$ cat config.mk
export PLATFORM = sky130hd
export DESIGN_NAME = uart_rx_buffered
export DESIGN_NICKNAME = d
export VERILOG_FILES = /design/src/rtl/uart_rx_buffered.sv
export SDC_FILE = /design/constraint.sdc
export NUM_CORES = 1
export LEC_CHECK = 0
export ABC_AREA = 1
export CAP_MARGIN = 15
export CORE_ASPECT_RATIO = 1.25
export CORE_MARGIN = 1
export CORE_UTILIZATION = 30
export DETAILED_ROUTE_END_ITERATION = 12
export REMOVE_ABC_BUFFERS = 1
export SYNTH_ARGS = -nofsm -noshare
export SYNTH_HDL_FRONTEND = slang
export SYNTH_HIERARCHICAL = 1
export SYNTH_SLANG_ARGS = --single-unit
export TNS_END_PERCENT = 30
$ cat constraint.sdc
create_clock -name i_clk -period 3.08 [get_ports i_clk]
set_input_delay 0.616 -clock i_clk [delete_from_list [all_inputs] [get_ports i_clk]]
set_output_delay 0.616 -clock i_clk [all_outputs]
set_load 0.005 [all_outputs]
$ cat src/rtl/uart_rx_buffered.sv
// uart_rx_buffered: UART receiver (8N1, mid-bit sampling) feeding a first-word fall-through byte FIFO.
// Optional even-parity bit is enabled by defining UART_RX_PARITY_EN.

// Generic synchronous FIFO, first-word fall-through, power-of-two depth.
// Latency: a written entry is visible on rd_dat one clock after the write.
// Backpressure: wr_rdy drops when full unless the head is popped in the same cycle.
module uart_rx_fifo #(
    parameter int WIDTH = 8,
    parameter int DEPTH = 4
) (
    input  logic                       clk,
    input  logic                       rst_n,
    input  logic                       wr_vld,
    output logic                       wr_rdy,
    input  logic [WIDTH-1:0]           wr_dat,
    output logic                       rd_vld,
    input  logic                       rd_rdy,
    output logic [WIDTH-1:0]           rd_dat,
    output logic [$clog2(DEPTH+1)-1:0] count
);
    localparam int AW = $clog2(DEPTH);
    localparam int CW = $clog2(DEPTH + 1);

    logic [WIDTH-1:0] mem [DEPTH];
    logic [AW-1:0]    wr_ptr;
    logic [AW-1:0]    rd_ptr;
    logic             wr_fire;
    logic             rd_fire;

    assign rd_vld  = (count != '0);
    assign rd_fire = rd_vld && rd_rdy;
    // A pop frees the head slot in the same cycle, so a full FIFO still accepts a write then.
    assign wr_rdy  = (count != CW'(DEPTH)) || rd_fire;
    assign wr_fire = wr_vld && wr_rdy;
    assign rd_dat  = rd_vld ? mem[rd_ptr] : '0;

    always_ff @(posedge clk or negedge rst_n) begin
        if (!rst_n) begin
            wr_ptr <= '0;
            rd_ptr <= '0;
            count  <= '0;
        end else begin
            if (wr_fire) wr_ptr <= wr_ptr + AW'(1);
            if (rd_fire) rd_ptr <= rd_ptr + AW'(1);
            count <= count + CW'(wr_fire) - CW'(rd_fire);
        end
    end

    always_ff @(posedge clk) begin
        if (wr_fire) mem[wr_ptr] <= wr_dat;
    end
endmodule

// UART receive front end: synchroniser, deframer FSM, byte FIFO and sticky error flags.
// Latency: stop-bit sample to o_valid is one clock (~9.5 bit times + 3 clocks from start edge).
// Backpressure: none toward the line; a byte arriving at a full FIFO is dropped and flags o_overrun.
module uart_rx_buffered #(
    parameter int CLK_HZ     = 16_000_000,
    parameter int BAUD       = 9600,
    parameter int FIFO_DEPTH = 4
) (
    input  logic                            i_clk,
    input  logic                            i_rst_n,
    input  logic                            uart_rx_unsafe,
    output logic [7:0]                      o_data,
    output logic                            o_valid,
    input  logic                            i_read,
    output logic [$clog2(FIFO_DEPTH+1)-1:0] o_count,
    output logic                            o_overrun,
    output logic                            o_frame_err,
    output logic                            o_parity_err,
    input  logic                            i_clear_err
);
    localparam int BIT_CYC = CLK_HZ / BAUD;
    localparam int HALF    = BIT_CYC / 2;
    localparam int TW      = $clog2(BIT_CYC);
    localparam logic [TW-1:0] BIT_M1  = TW'(BIT_CYC - 1);
    localparam logic [TW-1:0] HALF_M1 = TW'(HALF - 1);

    typedef enum logic [2:0] {
        S_IDLE, S_START, S_DATA, S_PARITY, S_STOP, S_BREAK
    } state_t;

    state_t        state;
    state_t        state_nxt;
    logic [1:0]    sync;
    logic          rx_s;
    logic [TW-1:0] timer;
    logic          tick;
    logic [2:0]    bit_idx;
    logic [7:0]    shreg;
    logic          shift_en;
    logic          push;
    logic          frame_set;
    logic          overrun_set;
    logic          fifo_rdy;
`ifdef UART_RX_PARITY_EN
    logic          parity_set;
    logic          par_bad;
`endif

    always_ff @(posedge i_clk or negedge i_rst_n) begin
        if (!i_rst_n) sync <= 2'b11;
        else          sync <= {sync[0], uart_rx_unsafe};
    end
    assign rx_s = sync[1];
    assign tick = (timer == '0);

    always_ff @(posedge i_clk or negedge i_rst_n) begin
        if (!i_rst_n) state <= S_IDLE;
        else          state <= state_nxt;
    end

    always_comb begin
        state_nxt = state;
        case (state)
            S_IDLE:   if (!rx_s) state_nxt = S_START;
            S_START:  if (tick) state_nxt = rx_s ? S_IDLE : S_DATA;
            S_DATA:   if (tick && bit_idx == 3'd7) begin
`ifdef UART_RX_PARITY_EN
                          state_nxt = S_PARITY;
`else
                          state_nxt = S_STOP;
`endif
                      end
`ifdef UART_RX_PARITY_EN
            S_PARITY: if (tick) state_nxt = S_STOP;
`endif
            // Returning to IDLE at mid-stop leaves half a bit to catch a back-to-back start edge.
            S_STOP:   if (tick) state_nxt = rx_s ? S_IDLE : S_BREAK;
            S_BREAK:  if (rx_s) state_nxt = S_IDLE;
            default:  state_nxt = S_IDLE;
        endcase
    end

    always_comb begin
        shift_en  = 1'b0;
        push      = 1'b0;
        frame_set = 1'b0;
`ifdef UART_RX_PARITY_EN
        parity_set = 1'b0;
`endif
        case (state)
            S_DATA:   shift_en = tick;
`ifdef UART_RX_PARITY_EN
            S_PARITY: parity_set = tick && (^{shreg, rx_s});
            S_STOP: begin
                push      = tick && rx_s && !par_bad;
                frame_set = tick && !rx_s;
            end
`else
            S_STOP: begin
                push      = tick && rx_s;
                frame_set = tick && !rx_s;
            end
`endif
            default: ;
        endcase
    end

    // Timer free-runs in IDLE/BREAK; its value only matters after a reload on state entry.
    always_ff @(posedge i_clk or negedge i_rst_n) begin
        if (!i_rst_n) begin
            timer   <= '0;
            bit_idx <= '0;
            shreg   <= '0;
        end else begin
            if (state_nxt != state || tick)
                timer <= (state_nxt == S_START) ? HALF_M1 : BIT_M1;
            else
                timer <= timer - TW'(1);
            if (state_nxt == S_DATA && state != S_DATA) bit_idx <= '0;
            else if (shift_en)                          bit_idx <= bit_idx + 3'd1;
            if (shift_en) shreg <= {rx_s, shreg[7:1]};
        end
    end

`ifdef UART_RX_PARITY_EN
    always_ff @(posedge i_clk or negedge i_rst_n) begin
        if (!i_rst_n)                                par_bad <= 1'b0;
        else if (state_nxt == S_DATA && state != S_DATA) par_bad <= 1'b0;
        else if (parity_set)                         par_bad <= 1'b1;
    end
`endif

    uart_rx_fifo #(
        .WIDTH (8),
        .DEPTH (FIFO_DEPTH)
    ) u_fifo (
        .clk    (i_clk),
        .rst_n  (i_rst_n),
        .wr_vld (push),
        .wr_rdy (fifo_rdy),
        .wr_dat (shreg),
        .rd_vld (o_valid),
        .rd_rdy (i_read),
        .rd_dat (o_data),
        .count  (o_count)
    );

    assign overrun_set = push && !fifo_rdy;

    // Set terms are OR-ed after the clear so a same-cycle event is never lost.
    always_ff @(posedge i_clk or negedge i_rst_n) begin
        if (!i_rst_n) begin
            o_overrun   <= 1'b0;
            o_frame_err <= 1'b0;
        end else begin
            o_overrun   <= overrun_set | (o_overrun & ~i_clear_err);
            o_frame_err <= frame_set | (o_frame_err & ~i_clear_err);
        end
    end

`ifdef UART_RX_PARITY_EN
    always_ff @(posedge i_clk or negedge i_rst_n) begin
        if (!i_rst_n) o_parity_err <= 1'b0;
        else          o_parity_err <= parity_set | (o_parity_err & ~i_clear_err);
    end
`else
    assign o_parity_err = 1'b0;
`endif
endmodule

; Word-level counts from Yosys, hierarchy flattened
; Memory sizes are Yosys's and may differ from the RTL's.
; Cells that the tools add are included.
[totals]
regBits = 36
ram_bits = 32
input_bits = 5
output_inout_bits = 15
wordCells = 65
n_memories = 1
[op_classes]
add_sub_neg = 6
n_eq_ne = 10
mux = 18
bitwise = 5
n_reduce_logical = 15
[mem_list]
columns = memory, words, width, rd, rd_clocked_by_memory_dff, wr, line
row1 = u_fifo.mem, 4, 8, 1, 0, 1, 24  ; logic [WIDTH-1:0] mem [DEPTH];
[ops]
columns = op, count
row1 = $mux 3, 8
row2 = $mux 11, 2
row3 = $pmux 3 s5, 1
row4 = $logic_not 11->1, 1
row5 = $sub 11x1->11 const B, 1
row6 = $eq 3x3->1 const B, 3
row7 = $mux 8, 1
row8 = $logic_and 1x1->1, 7
row9 = $eq 3x1->1 const B, 2
row10 = $eq 3x2->1 const B, 2
row11 = $mux 1, 5
row12 = $add 2x1->2 const B, 2
row13 = $add 3x1->3, 1
row14 = $add 3x1->3 const B, 1
row15 = $logic_not 3->1, 1
row16 = $ne 3x2->1 const B, 1
row17 = $ne 3x3->1, 1
row18 = $ne 3x3->1 const B, 1
row19 = $reduce_bool 3->1, 1
row20 = $sub 3x1->3, 1
row21 = $and 1x1->1, 2
row22 = $logic_not 1->1, 2
row23 = $logic_or 1x1->1, 2
row24 = $mux 2, 1
row25 = other kinds (3), 4

; Longest topological paths before layout
; Gate-level depths: netlist (run 1).
[depth]
word_depth = 7
depth_mapped = 15
mapped_depth_nobuf = 15

; Hierarchy
; Netlist (run 1), hierarchy kept.
[by_module_without_submodules]
columns = module, n_inst, cells_per_inst, area_per_inst_um2
row1 = uart_rx_fifo, 1, 179, 1828.0
row2 = uart_rx_buffered, 1, 161, 1502.7

; Least setup slack after synthesis (run 1)
; No wires, ideal clock.
[synth_timing]
path_type = register to register
startpoint = register timer[0]
endpoint = register u_fifo.count[2]
setup_time_ns = 0.117
arrival_ns = 2.481
t_required_ns = 2.963
setup_slack_ns = 0.482
stages_incl_launch_ff = 16
path_buffers = 0
cell_sequence = dfrtp_1 > inv_1 > ha_1 > nand2_4 > nor2_8 > nand3_1 > nor2_1 > nand2_2 > ha_1 > inv_1 > ha_1 > inv_1 > fa_1 > xor2_1 > nor2_1 > nor2_1
[synth_between]
elab_chain_len = 6
[synth_rtl]
columns = item, line
row1 = from (decl), 88  ; logic [TW-1:0] timer;
row2 = from (signal assigned), 169  ; timer <= (state_nxt == S_START) ? HALF_M1 : BIT_M1;
row3 = from (signal assigned), 171  ; timer <= timer - TW'(1);
row4 = $logic_not 11->1, 107  ; assign tick = (timer == '0);
row5 = $logic_and 1x1->1, 153  ; push = tick && rx_s;
row6 = $mux 1, 143  ; case (state)
row7 = net push, 93  ; logic push;
row8 = $logic_and 1x1->1, 34  ; assign wr_fire = wr_vld && wr_rdy;
row9 = $add 3x1->3, 45  ; count <= count + CW'(wr_fire) - CW'(rd_fire);
row10 = $sub 3x1->3, 45
row11 = to (signal assigned), 45
row12 = to (decl), 19  ; output logic [$clog2(DEPTH+1)-1:0] count
; The timed path passes the listed nets, and every way through them passes these cells.
; A chain may end at the register's enable or synchronous reset.

; Worst setup path in the final report (run 1)
; Same ends and word-level chain as after synthesis.

==> impl_metrics.py, run 1 <==
metrics = {
    "detailed_routing": {
        "ant_nets": 0,
        "route.vias.total": 2186,
        "drt_pass1_iterations": 4,
        "drc": 0,
        "drt_iter0_drc": 65,
        "wl_per_cell_microns": 11.5,
        "routed_wl_mm": 5.80,
        "viasPerCell": 4.32,
    },
    "placed_design": {
        "port-buffer-count": 18,
        "place_congestion": 0.790,
        "hpwl_mm": 3.97,
        "post_dp_cell_area_sq_mm": 0.00366,
    },
    "min_path": {
        "min_to": "sync[1]$_DFF_PN1_",
        "min_path_cells": 0,
        "min_path_type": "flop to flop",
        "min_from": "sync[0]$_DFF_PN1_",
    },
    "die": {
        "dieWidth_microns": 96.2,
        "ios": 20,
        "initial_core_util_pct": 31.1,
        "die-height_microns": 120,
        "row_count": 42,
        "die_area_sq_mm": 0.0115,
        "core_area_sq_mm": 0.0107,
    },
    "clock_tree": {
        "post_cts_resized": 0,
        "root_buffer": "clkbuf_16",
        "htreeDepth": 3,
        "cts_made_buffers": 9,
        "ctsLongestPathBuffers": 2,
        "clk_pin_slew_ps": 50,
        "holdBufCountCts": 0,
        "cts_sinks": 68,
        "cts_setup_buffers": 0,
        "cts_tree": "yes",
        "insertion_delay_ps": 330,
    },
    "synth": {
        "yosys.area_share.simple_pct": 22.3,
        "synth_compound_area_share_pct": 4.51,
        "ys_types": 35,
        "synthMuxAreaShare_pct": 0.338,
        "seq_area_frac_synth_pct": 56.0,
        "syn_area_sq_mm": 0.00333,
        "synth-seq-cells": 68,
        "syn-instance-count": 340,
        "synthAdderAreaFrac_pct": 3.98,
        "ys_dominant_reg_cell": "dfrtp_1",
        "synth-edff-count": 32,
        "synth_area_per_cell_sq_um": 9.80,
        "synth_top_family_by_area": "simple AND/OR/NAND/NOR gates",
        "synth_xor_area_share_pct": 3.16,
        "async_flop_share_pct": 52.9,
        "yosysWarnings": 6,
    },
    "cells_and_area": {
        "area_delta_synth_final_pct": 18.6,
        "fin_nets": 384,
        "finish.instance_area_sq_mm": 0.00395,
        "diodes": 0,
        "drive_gt1_share_pct": 15.2,
    },
    "pwr": {
        "intPower_uw": 1570,
        "p_comb_share_pct": 0.8,
        "p_seq_share_pct": 48.6,
        "swShare_pct": 19.4,
        "power_leakage_uw": 0.00180,
        "power.density_mw_per_mm2": 494,
        "irDropWorstVdd_v": 0.000263,
        "p_clk_share_pct": 50.6,
        "switching_power_uw": 378,
    },
    "status": {
        "outcome": "complete, no violations",
    },
    "timing": {
        "fin_tns_setup_ps": 0,
        "period_needed_ps": 2780,
        "setup_viol": 0,
        "relSlewSlack_pct": 45.7,
        "min_period_over_period_pct": 90.1,
        "max_freq_mhz": 360,
        "worst_slew_pin_slew_ps": 815,
        "finalHoldViolations": 0,
        "slew_violations": 0,
        "rsz0062_at_grt": "false",
        "skew_ps": 4.43,
    },
    "global_route": {
        "grt_usage_pct": 11.4,
        "grt_first_pass_wirelength_mm": 9.63,
        "grt_pass1_vias": 2146,
        "grt_max_degree": 37,
        "grt_antenna_before_repair": 0,
        "grt_overflow": 0,
    },
    "worst_setup_path": {
        "crit_required_ps": 3300,
        "end_kind": "flop",
        "r2r_start": "timer[0]$_DFF_PN0_",
        "startpoint_type": "flop",
        "regToRegEndpoint": "u_fifo/count[2]$_DFF_PN0_",
        "cp_max_fo": 7,
        "regToRegSetupSlack_ps": 300,
        "r2r_cells": 15,
        "path_class": "flop to flop",
        "critical_path_arrival_ps": 3000,
    },
    "flow_run": {
        "cap_violations": 0,
    },
}
==> worst max path at each step <==
stage                                  start                   endpoint  slack, ps  depth (start not counted)
after floorplan           timer[0]$_DFF_PN0_  u_fifo/count[2]$_DFF_PN0_        480                         15
after global placement    timer[0]$_DFF_PN0_  u_fifo/count[2]$_DFF_PN0_        350                         15
after detailed placement  timer[0]$_DFF_PN0_  u_fifo/count[2]$_DFF_PN0_        270                         15
after CTS                 timer[0]$_DFF_PN0_  u_fifo/count[2]$_DFF_PN0_        260                         15
after global routing      timer[0]$_DFF_PN0_  u_fifo/count[2]$_DFF_PN0_         20                         15
final                     timer[0]$_DFF_PN0_  u_fifo/count[2]$_DFF_PN0_        300                         15
==> layout make-up <==
class / count / area, sq um
fill: 1072 / 6770
sequential: 68 / 1860
multi-input combinational: 197 / 1140
inverter: 69 / 264
clock buffer: 9 / 225
timing repair buffer: 24 / 220
tap: 132 / 165
clock inverter: 7 / 67.6
==> metal layers <==
metal	vias up	track usage (%)	part of all wire, %
met5	-	0	0
met4	0	5.50	1.6
met3	9	3.23	4.0
met2	35	20.3	53
met1	1013	11.9	41
li1	1129	-	-
==> per-stage QoR <==
stage | instances | total power (uW) | hold slack [ps] | setup slack (ps) | utilization, %
floorplan | 334 | 966 | 320 | 482 | -
CTS | 506 | 1980 | 359 | 259 | 36.9
global placement | 490 | 982 | 346 | 351 | 34.1
global route | 506 | 2020 | 364 | 16.7 | 36.9
detailed placement | 490 | 982 | 350 | 270 | 34.1
finish | 506 | 1950 | 355 | 304 | 36.9
==> critical path, cell delays in order, from the launching register on <==
cell	delay, ps
dfrtp_1	350
inv_1	90
ha_1	260
nand2_4	110
nor2_8	150
nand3_1	140
nor2_1	210
nand2_2	140
ha_1	300
inv_1	50
ha_1	120
inv_1	40
fa_1	400
xnor2_1	150
nor2_1	100
nor2_1	50
==> cell usage after synthesis, types with 2 or more instances <==
library cell   n  area share (%)
nor2_4         4             1.4
nand4_1        4            0.75
inv_2          5            0.56
ha_1           9             3.4
edfxtp_1      32              29
buf_6          2            0.68
a21oi_1       14             2.1
o21ai_0        7             1.1
nor3_1         7             1.1
nor2_2         3            0.56
nand2_4        3             1.0
nand3_2        5             1.5
nor2_1        20             2.3
dfstp_2        2             1.6
inv_1         63             7.1
nand2_2        7             1.3
buf_4          2            0.45
xor2_1         9             2.4
dfrtp_1       34              26
xnor2_1        3            0.79
nand3_1       24             3.6
nand2_1       67             7.6
o32ai_1        2            0.53
==> cell families (layout without fill, tap and decap cells) <==
group	Yosys count	after routing
buf+inv	75	109
simple gates	147	147
mux	1	1
compound gates	26	26
xor+xnor	12	12
other cells	1	1
flops	68	68
fa+ha+maj	10	10
==> power by group through the flow <==
stage / Combinational, uW / Clock [uW] / Sequential (uW)
6_report: 15.1 / 987 / 949
5_1_grt: 18.0 / 1060 / 948
4_1_cts: 16.4 / 1020 / 948
3_5_place_dp: 16.3 / 0 / 966
3_3_place_gp: 16.2 / 0 / 966
2_1_floorplan: 0.815 / 0 / 966
==> cells in the final DEF (no fill, tap or decap), types with 2 or more instances in the layout <==
cell type / count
nand3_1: 24
o21ai_0: 7
buf_4: 6
nand3_2: 5
xor2_1: 9
nand4_1: 4
nand2_1: 67
nor2_2: 3
clkinv_2: 2
edfxtp_1: 32
clkdlybuf4s50_1: 17
nor2_1: 20
clkinvlp_4: 2
nand2_4: 3
ha_1: 9
nor2_4: 4
a21oi_1: 14
inv_2: 5
o32ai_1: 2
dfstp_2: 2
clkbuf_16: 9
nand2_2: 7
xnor2_1: 3
nor3_1: 7
dfrtp_1: 34
inv_1: 63
==> sequential cells by signal (all words and copies together) (netlist names), 2 cells and up <==
register / count
u_fifo/wr_ptr: 2
timer: 11
u_fifo/rd_ptr: 2
u_fifo/count: 3
sync: 2
u_fifo/mem: 32
state: 3
bit_idx: 3
shreg: 8
No activity file was read; power rests on OpenSTA's default activity.
==> run 2, diff against run 1 <==
--- a/config.mk
+++ b/config.mk
@@ -6,6 +6,7 @@
 export NUM_CORES = 1
 export LEC_CHECK = 0
 export ABC_AREA = 1
+export ABC_CLOCK_PERIOD_IN_PS = 3080
 export CAP_MARGIN = 15
 export CORE_ASPECT_RATIO = 1.25
 export CORE_MARGIN = 1
==> results of run 2 <==
The final DEF is identical to that of run 1; final timing and power are the same.
==> run 3, diff against run 2 <==
--- a/config.mk
+++ b/config.mk
@@ -11,6 +11,8 @@
 export CORE_ASPECT_RATIO = 1.25
 export CORE_MARGIN = 1
 export CORE_UTILIZATION = 30
+export CTS_BUF_LIST = sky130_fd_sc_hd__clkbuf_16
+export CTS_CLUSTER_SIZE = 28
 export DETAILED_ROUTE_END_ITERATION = 12
 export REMOVE_ABC_BUFFERS = 1
 export SYNTH_ARGS = -nofsm -noshare
==> results of run 3 <==
The final DEF is identical to that of run 1; final timing and power are the same.
==> RTL edit, RTL diff (settings of run 3) <==
The 6 states of `state_t` get a one-hot encoding in 6 bits.
--- a/src/rtl/uart_rx_buffered.sv
+++ b/src/rtl/uart_rx_buffered.sv
@@ -78,6 +78,6 @@
     localparam logic [TW-1:0] HALF_M1 = TW'(HALF - 1);
 
-    typedef enum logic [2:0] {
-        S_IDLE, S_START, S_DATA, S_PARITY, S_STOP, S_BREAK
+    typedef enum logic [5:0] {
+        S_IDLE = 6'b000001, S_START = 6'b000010, S_DATA = 6'b000100, S_PARITY = 6'b001000, S_STOP = 6'b010000, S_BREAK = 6'b100000
     } state_t;
 
Formal check against the unedited RTL: no difference found for any inputs over 10 cycles, from zero or initial values and one cycle with i_rst_n low; not proved beyond that.
==> RTL edit against run 3 <==
Sequential cell count up 3. Synthesized area up 1.4%. Worst setup slack worse by 0.0079 ns. Global-route usage down 0.12 points. Final area up 0.98%. Synthesized cell count up 4.1%. Routed wire length up 4.3%. Critical path depth up 2. Critical path type unchanged. Critical endpoint unchanged. Largest cell class unchanged.
Power is not compared: it rests on default switching activity, and its combinational part moved more than twofold at a synthesized area within 25%.
==> RTL edit: results (changes against run 3) <==
status=finished, final reports clean; GPL Wtd Cong=0.861 (+9.1%); Initial DRC Count=74 (+14%); DIE WIDTH=96.9 um (+0.70%); multi-input gates=206 (+4.6%); Post-Synth XOR/XNOR Area=2.85% (-0.30 points); share of layout cells above drive strength 1=10.5% (-4.7 points); Detailed Place HPWL=4.06 mm (+2.3%); Via Count=2,268 (+3.8%); Distinct cells, synth=37 (+5.7%); largest net degree at the start of global routing=40 (+8.1%); DR WL met3=163 um (-29%); clk_skew=0.00906 ns (+0.00463 ns); Total Routed Length=6.04 mm (+4.3%); inverters=71 (+2.9%); Non-clock buffers, area share=5.71% (+0.13 points); Commonest cells post-synth=nand2_1, inv_1, dfrtp_1; post-synthesis mux area share=0% (-0.34 points); Relative slew margins=40.6% (-5.1 points); clock network area share=7.12% (-0.29 points); sequential area share after synthesis=57.4% (+1.5 points); post-place setup slack=0.275 ns (+0.00528 ns); Total GRT Usage=11.2% (-0.12 points); async set-reset flop share out of synthesis=54.9% (+2.0 points); fin crit period=2.78 ns (+0.00791 ns)
-- RTL edit: stage by stage --
step | power [uW] | cells | util (%) | hold WS [ns] | area [um2]
final | 2110 | 521 | 37.0 | 0.354 | 3990
after global routing | 2190 | 521 | 37.0 | 0.364 | 3990
after CTS | 2140 | 521 | 37.0 | 0.356 | 3990
after detailed placement | 1150 | 505 | 34.4 | 0.348 | 3710
after global placement | 1150 | 505 | 34.4 | 0.346 | 3710
after floorplan | 1120 | 348 | - | 0.320 | 3310
-- RTL edit: worst paths after layout --
check	from	to	cells after the start
min in group asynchronous	i_rst_n	timer[4]$_DFF_PN0_	1
min reg2reg	sync[0]$_DFF_PN1_	sync[1]$_DFF_PN1_	0
max in group asynchronous	i_rst_n	shreg[0]$_DFFE_PN0P_	1
max reg2reg	timer[0]$_DFF_PN0_	u_fifo/count[2]$_DFF_PN0_	17
min	sync[0]$_DFF_PN1_	sync[1]$_DFF_PN1_	0
max	timer[0]$_DFF_PN0_	u_fifo/count[2]$_DFF_PN0_	17
